`src/rtl/gate_activation.sv`:
```
// gate_activation: captures a pre-activation vector and applies a piecewise-linear sigmoid/tanh, one element per cycle
module gate_activation #(
  parameter int HIDDEN_SZ = 16,
  parameter int QN = 6,
  parameter int QM = 11,
  parameter int FUNC = 0,
  localparam int BITWIDTH = QN + QM + 1,
  localparam int LAYER_BITWIDTH = BITWIDTH * HIDDEN_SZ
) (
  input  logic                      clock,
  input  logic                      reset,
  input  logic [LAYER_BITWIDTH-1:0] gateOutput,
  input  logic                      dataReady_gate,
  output logic                      busy,
  output logic                      overrun,
  output logic                      dataReady_act,
  output logic [LAYER_BITWIDTH-1:0] actOutput
);
  localparam int B = BITWIDTH;
  localparam int IW = HIDDEN_SZ > 1 ? $clog2(HIDDEN_SZ) : 1;
  localparam logic [B-1:0] MAXP = {1'b0, {(B-1){1'b1}}};
  localparam logic [B-1:0] MINN = {1'b1, {(B-1){1'b0}}};
  localparam logic [B-1:0] ONE = B'(1 << QM);
  localparam logic [B-1:0] T2 = B'((19 << QM) >> 3);
  localparam logic [B-1:0] T3 = B'(5 << QM);
  localparam logic [B-1:0] C1 = B'(1 << (QM - 1));
  localparam logic [B-1:0] C2 = B'((5 << QM) >> 3);
  localparam logic [B-1:0] C3 = B'((27 << QM) >> 5);
  typedef enum logic [1:0] {IDLE, RUN, DRAIN, DONE} state_t;
  state_t state, next;
  logic [LAYER_BITWIDTH-1:0] in_buf, res;
  logic [IW-1:0] idx, s1_idx;
  logic s1_valid, s1_sign;
  logic [B-1:0] s1_mag, x, z, mag, s, sp, y;
  logic [B:0] x2;
  assign busy = state != IDLE;
  // state register
  always_ff @(posedge clock or posedge reset)
    if (reset) state <= IDLE;
    else state <= next;
  // next-state: a job walks RUN for every element, then one drain and one publish cycle
  always_comb begin
    next = state;
    case (state)
      IDLE:  next = dataReady_gate ? RUN : IDLE;
      RUN:   next = idx == IW'(HIDDEN_SZ - 1) ? DRAIN : RUN;
      DRAIN: next = DONE;
      DONE:  next = IDLE;
    endcase
  end
  // stage 1 combinational: pick element, double and saturate for tanh, split into sign and magnitude
  always_comb begin
    x = in_buf[idx*B +: B];
    x2 = {x, 1'b0};
    z = FUNC != 0 ? (x2[B] != x2[B-1] ? (x2[B] ? MINN : MAXP) : x2[B-1:0]) : x;
    mag = z[B-1] ? (z == MINN ? MAXP : -z) : z;
  end
  // stage 2 combinational: three-segment sigmoid on the magnitude, mirror for negatives, rescale for tanh
  always_comb begin
    s = s1_mag < ONE ? (s1_mag >> 2) + C1 :
        s1_mag < T2  ? (s1_mag >> 3) + C2 :
        s1_mag < T3  ? (s1_mag >> 5) + C3 : ONE;
    sp = s1_sign ? ONE - s : s;
    y = FUNC != 0 ? (sp << 1) - ONE : sp;
  end
  // datapath: input capture, pipeline registers, result buffer and atomic publish
  always_ff @(posedge clock or posedge reset)
    if (reset) begin
      in_buf <= '0;
      res <= '0;
      actOutput <= '0;
      idx <= '0;
      s1_idx <= '0;
      s1_valid <= 1'b0;
      s1_sign <= 1'b0;
      s1_mag <= '0;
      overrun <= 1'b0;
      dataReady_act <= 1'b0;
    end else begin
      overrun <= dataReady_gate && state != IDLE;
      dataReady_act <= state == DONE;
      s1_valid <= state == RUN;
      if (state == IDLE && dataReady_gate) begin
        in_buf <= gateOutput;
        idx <= '0;
      end
      if (state == RUN) begin
        s1_sign <= z[B-1];
        s1_mag <= mag;
        s1_idx <= idx;
        idx <= idx + 1'b1;
      end
      if (s1_valid) res[s1_idx*B +: B] <= y;
      if (state == DONE) actOutput <= res;
    end
endmodule
```
`config.mk`:
```
export PLATFORM = sky130hd
export DESIGN_NAME = gate_activation
export DESIGN_NICKNAME = d
export VERILOG_FILES = /design/src/rtl/gate_activation.sv
export SDC_FILE = /design/constraint.sdc
export NUM_CORES = 2
export LEC_CHECK = 0
export CAP_MARGIN = 20
export CORE_MARGIN = 3
export CORE_UTILIZATION = 59
export CTS_CLUSTER_DIAMETER = 30
export CTS_CLUSTER_SIZE = 20
export DETAILED_ROUTE_END_ITERATION = 6
export GPL_TIMING_DRIVEN = 0
export PLACE_DENSITY = 0.95
export SYNTH_ARGS = -nofsm -noshare
export SYNTH_HDL_FRONTEND = slang
export SYNTH_SLANG_ARGS = --single-unit
```
`constraint.sdc`:
```
create_clock -name clock -period 79.1 [get_ports clock]
set_clock_uncertainty 0.2 [all_clocks]
set_input_delay 7.91 -clock clock [delete_from_list [all_inputs] [get_ports clock]]
set_output_delay 7.91 -clock clock [all_outputs]
set_load 0.05 [all_outputs]
```
== After elaboration in Yosys (flattened, before gate mapping) ==
Index checks and enable logic that the tools add are counted.

* Bits in registers: 896
* Input port bits: 291
* Output and inout port bits: 291
* Logic and storage cells: 48

* Add/sub/neg operators: 7
* $mul: 2
* Order comparisons: 3
* Equality and inequality tests: 5
* Shift operators: 3
* Mux-type cells: 12
* Reductions and logical operators: 5

{| class="wikitable"
|+ Operators by type and width
! kind !! count
|-
| 288-bit bitwise mux || 1
|-
| 18-bit by 34-bit variable shift with 288-bit output, first input constant || 1
|-
| 18-bit by 34-bit indexed part select with 288-bit output || 1
|-
| 288-bit by 10-bit indexed part select with 18-bit output || 1
|-
| 18-bit two-way mux || 3
|-
| 9-bit negator with 34-bit output || 1
|-
| 18-bit == test, second input constant || 1
|-
| 18-bit by 12-bit less-than comparator with 1-bit output, second input constant || 1
|-
| 18-bit by 13-bit less-than comparator with 1-bit output, second input constant || 1
|-
| 18-bit by 14-bit less-than comparator with 1-bit output, second input constant || 1
|-
| 18-bit negator || 1
|-
| 12-bit by 17-bit subtractor with 18-bit output, first input constant || 1
|-
| 16-bit by 11-bit adder with 17-bit output, second input constant || 1
|-
| 17-bit two-way mux || 1
|-
| 15-bit by 11-bit adder with 16-bit output, second input constant || 1
|-
| 4-bit by 4-bit multiplier with 8-bit output, second input constant || 2
|-
| 16-bit two-way mux || 1
|-
| 13-bit by 11-bit adder with 14-bit output, second input constant || 1
|-
| 14-bit two-way mux || 1
|-
| 4-bit two-way mux || 2
|-
| 2-bit case mux with 4 select lines || 1
|-
| 4-bit by 1-bit adder with 4-bit output, second input constant || 1
|-
| 2-bit == test, second input constant || 2
|-
| 4-bit == test, second input constant || 1
|-
| other kinds (6) || 8
|}

== Longest topological paths before layout ==
* Word-level depth: 8
* Mapped depth: 18
* Depth with buffers taken out: 16

== Worst setup path after synthesis ==
No wires, ideal clock.

* Path type: input to register
* Start point: input dataReady_gate
* End point: register in_buf[10]
* Arrival: 9.045 ns
* Data required time: 78.775 ns
* Slack: 69.730 ns
* Stages on the path: 4
* Path buffers: 2
* Path through: and2_0 > clkbuf_1 > clkbuf_1 > mux2_2

* Word-level cells in the longest chain between the ends: 1

{| class="wikitable"
|+ RTL lines
! item !! line !! text
|-
| from (decl) || 13 || <nowiki>input logic dataReady_gate,</nowiki>
|-
| 1-bit logical AND || 83 || <nowiki>if (state == IDLE && dataReady_gate) begin</nowiki>
|-
| to (signal assigned) || 84 || <nowiki>in_buf <= gateOutput;</nowiki>
|-
| to (decl) || 31 || <nowiki>logic [LAYER_BITWIDTH-1:0] in_buf, res;</nowiki>
|}

Every way passes these cells.
A chain may end at the register's enable or synchronous reset.

== Final worst setup path ==
* Start point: register state[0]
* End point: output busy

* Word-level cells in the longest chain between the ends: 1

{| class="wikitable"
|+ RTL lines
! item !! line !! text
|-
| from (decl) || 30 || <nowiki>state_t state, next;</nowiki>
|-
| from (signal assigned) || 40 || <nowiki>else state <= next;</nowiki>
|-
| 2-bit nonzero test || 36 || <nowiki>assign busy = state != IDLE;</nowiki>
|-
| to (decl) || 14 || <nowiki>output logic busy,</nowiki>
|}

Every way passes these cells.

==> qor.csv <==
metric,value,unit
status,"finished, violations left",
violations,design-rule violations,
grtUsageMet1,51.3,%
yosys-mux-area-fraction,25.6,%
cp_num_buf_inv,2,
path_class,register to primary output,
use_met3,20.5,%
fp-row-count,95,
grt_start_max_net_pins,138,
synth_area,40200,µm²
critPathArrivalTime,2.47,ns
synth_edf_count,0,
ant_nets,0,
die_h,267,µm
setup_violations,0,
fmax,0.0945,GHz
ctsHoldBuffers,0,
routed_via_density,7.28,
clock_sinks,894,
die-area,71300,µm²
maxCapViolCount,0,
cts-buffers-inserted,150,
synthSimpleGateAreaFrac,7.49,%
vias,35864,
slowest_delay,0.72,ns
synth_top_family_by_area,multiplexers,
post-route-min-period,10.58,ns
cp_max_fo,5,
grt_antenna_before_repair,33,
die_x,267,µm
track_usage,48.6,%
worst_pin_slew,1.29,ns
crit_path_end_kind,primary output,
routabilityCongestion,1.03,
busiest_layer,met2,
synthesis.nets,3430,
async_flop_share,100,%
maxSlewViolCount,0,
yosysWarnings,0,
synth_compound_area_share,8.29,%
synth-xor-area-share,0.737,%
clk_pin_slew,0.05,ns
netlist_instances,3125,
syn_area_per_cell,12.9,µm²
start_kind,register,
io_buffers,581,
required,70.99,ns
hold_path_class,register to register,
overflow,0,
clk-insertion-delay-late,0.78,ns
grt_pass1_wl,249000,µm
tns,0,ns
cts_resized,0,
core,67400,µm²
yosysSeqAreaShare,55.6,%
wire_per_inst,37.3,µm
critPathTopFamily,buffers and inverters,
drt_pre_antenna_iters,7,
h-tree-depth,4,
mostFrequentLayoutCells,"dfrtp_1, mux2_2, clkdlybuf4s50_1, nor2_1, nand2_1",
layout_commonest_cell,dfrtp_1,
rsz0062_at_grt,no,
syn_to_final_growth,32.0,%
grt_pass1_vias,36678,
timing.final.crit_share,13.4,%
drt_iter0_drc,5933,
start_util,59.7,%
drcViolationCount,177,
yosys.cell_types.count,106,
relSlewSlack,13.6,%
nNetsFinal,4190,
ios,582,
crit_chain,"nor2_1, inv_1, clkdlybuf4s50_1",
drive_gt1_share,29.8,%
post-cts-setup-buffers,0,
drt_wl_total,184000,µm
ys_ff_latch,894,
cts_root_buf,clkbuf_16,
cts.path.max_buffers,3,
cpMaxStageDelayCell,clkdlybuf4s50_1,
hold_violations,0,
grt_use_met2,74.2,%
tritoncts,yes,
synthAdderAreaFrac,0.436,%
synthFlopType,dfrtp_1,
dp_hpwl,110000,µm
-- area by class of cell --
cell class	count	area, µm²
Clock inverter	95	1260
Buffer	163	681
Antenna cell	41	103
Sequential cell	894	22400
Inverter	19	78.8
Timing Repair Buffer	608	6200
Fill cell	3379	14300
Multi-Input combinational cell	2049	17100
Clock buffer	184	4170
Tap cell	873	1090
-- sequential cells by signal (all words and copies together) (netlist names), named ones only --
signal         count
actOutput        288
in_buf           288
res              288
s1_mag            16
idx                4
s1_idx             4
dataReady_act      1
overrun            1
s1_sign            1
s1_valid           1
state              1
-- synthesized netlist by cell type (all sizes together), types with 12 or more instances --
cell type,instances,area [µm²]
dfrtp,894,22400
mux2,730,8220
nor2,270,1020
nand2,235,882
o21ai,131,667
clkbuf,121,455
a21oi,117,601
mux4,85,1910
nand3,53,278
buf,42,225
o22ai,36,244
a31oi,34,240
nor3,31,160
o211ai,21,171
o31ai,19,161
a22oi,18,140
inv,18,67.6
o21a,17,128
xnor2,17,156
xor2,16,140
nand4,15,93.8
ha,14,175
and2,12,75.1
mux2i,12,140
nor4,12,105
-- layer usage --
metal | up-vias | part of all wire (%)
met5 | - | 0.12
met4 | 10 | 13
met3 | 1606 | 14
met2 | 3853 | 43
met1 | 17363 | 30
li1 | 13032 | -
-- per-stage QoR --
| step | instance area [µm²] | instances | worst slack (ns) | hold slack [ns] | utilization [%] |
|---|---|---|---|---|---|
| CTS | 52800 | 4874 | 68.58 | 0.294 | 78.4 |
| floorplan | 40200 | 3125 | 45.86 | 0.243 | - |
| finish | 53100 | 4926 | 68.52 | 0.292 | 78.7 |
| detailed placement | 47400 | 4595 | 68.05 | 0.270 | 70.4 |
| global placement | 47100 | 4579 | 36.96 | 0.259 | 69.9 |
| global route | 53000 | 4909 | 68.56 | 0.309 | 78.7 |
-- kinds of logic after synthesis --
group                    Yosys count
flip-flops                       894
multiplexers                     827
AND/OR/NAND/NOR                  682
AO/OA/AOI/OAI                    493
adder cells (fa/ha/maj)           14
XOR/XNOR                          33
buffers and inverters            182
-- path summary, 6_finish.rpt --
path / start / endpoint / slack [ns] / cells after the start
max: state[0] / busy / 68.52 / 3
min: res[1] / res[1] / 0.29 / 2
max reg2reg: s1_idx[0] / res[225] / 71.81 / 16
min reg2reg: res[1] / res[1] / 0.29 / 2
max in group asynchronous: reset / actOutput[166] / 68.91 / 6
min in group asynchronous: reset / res[141] / 7.38 / 2
-- worst min-delay path, cell delays in order (launching register included) --
cell and delay, ns:
dfrtp_1 0.34, nand2_1 0.04, o21ai_0 0.07
Power is not shown: default switching activity piles up to over one toggle a cycle in this logic, so the estimate is an artifact.
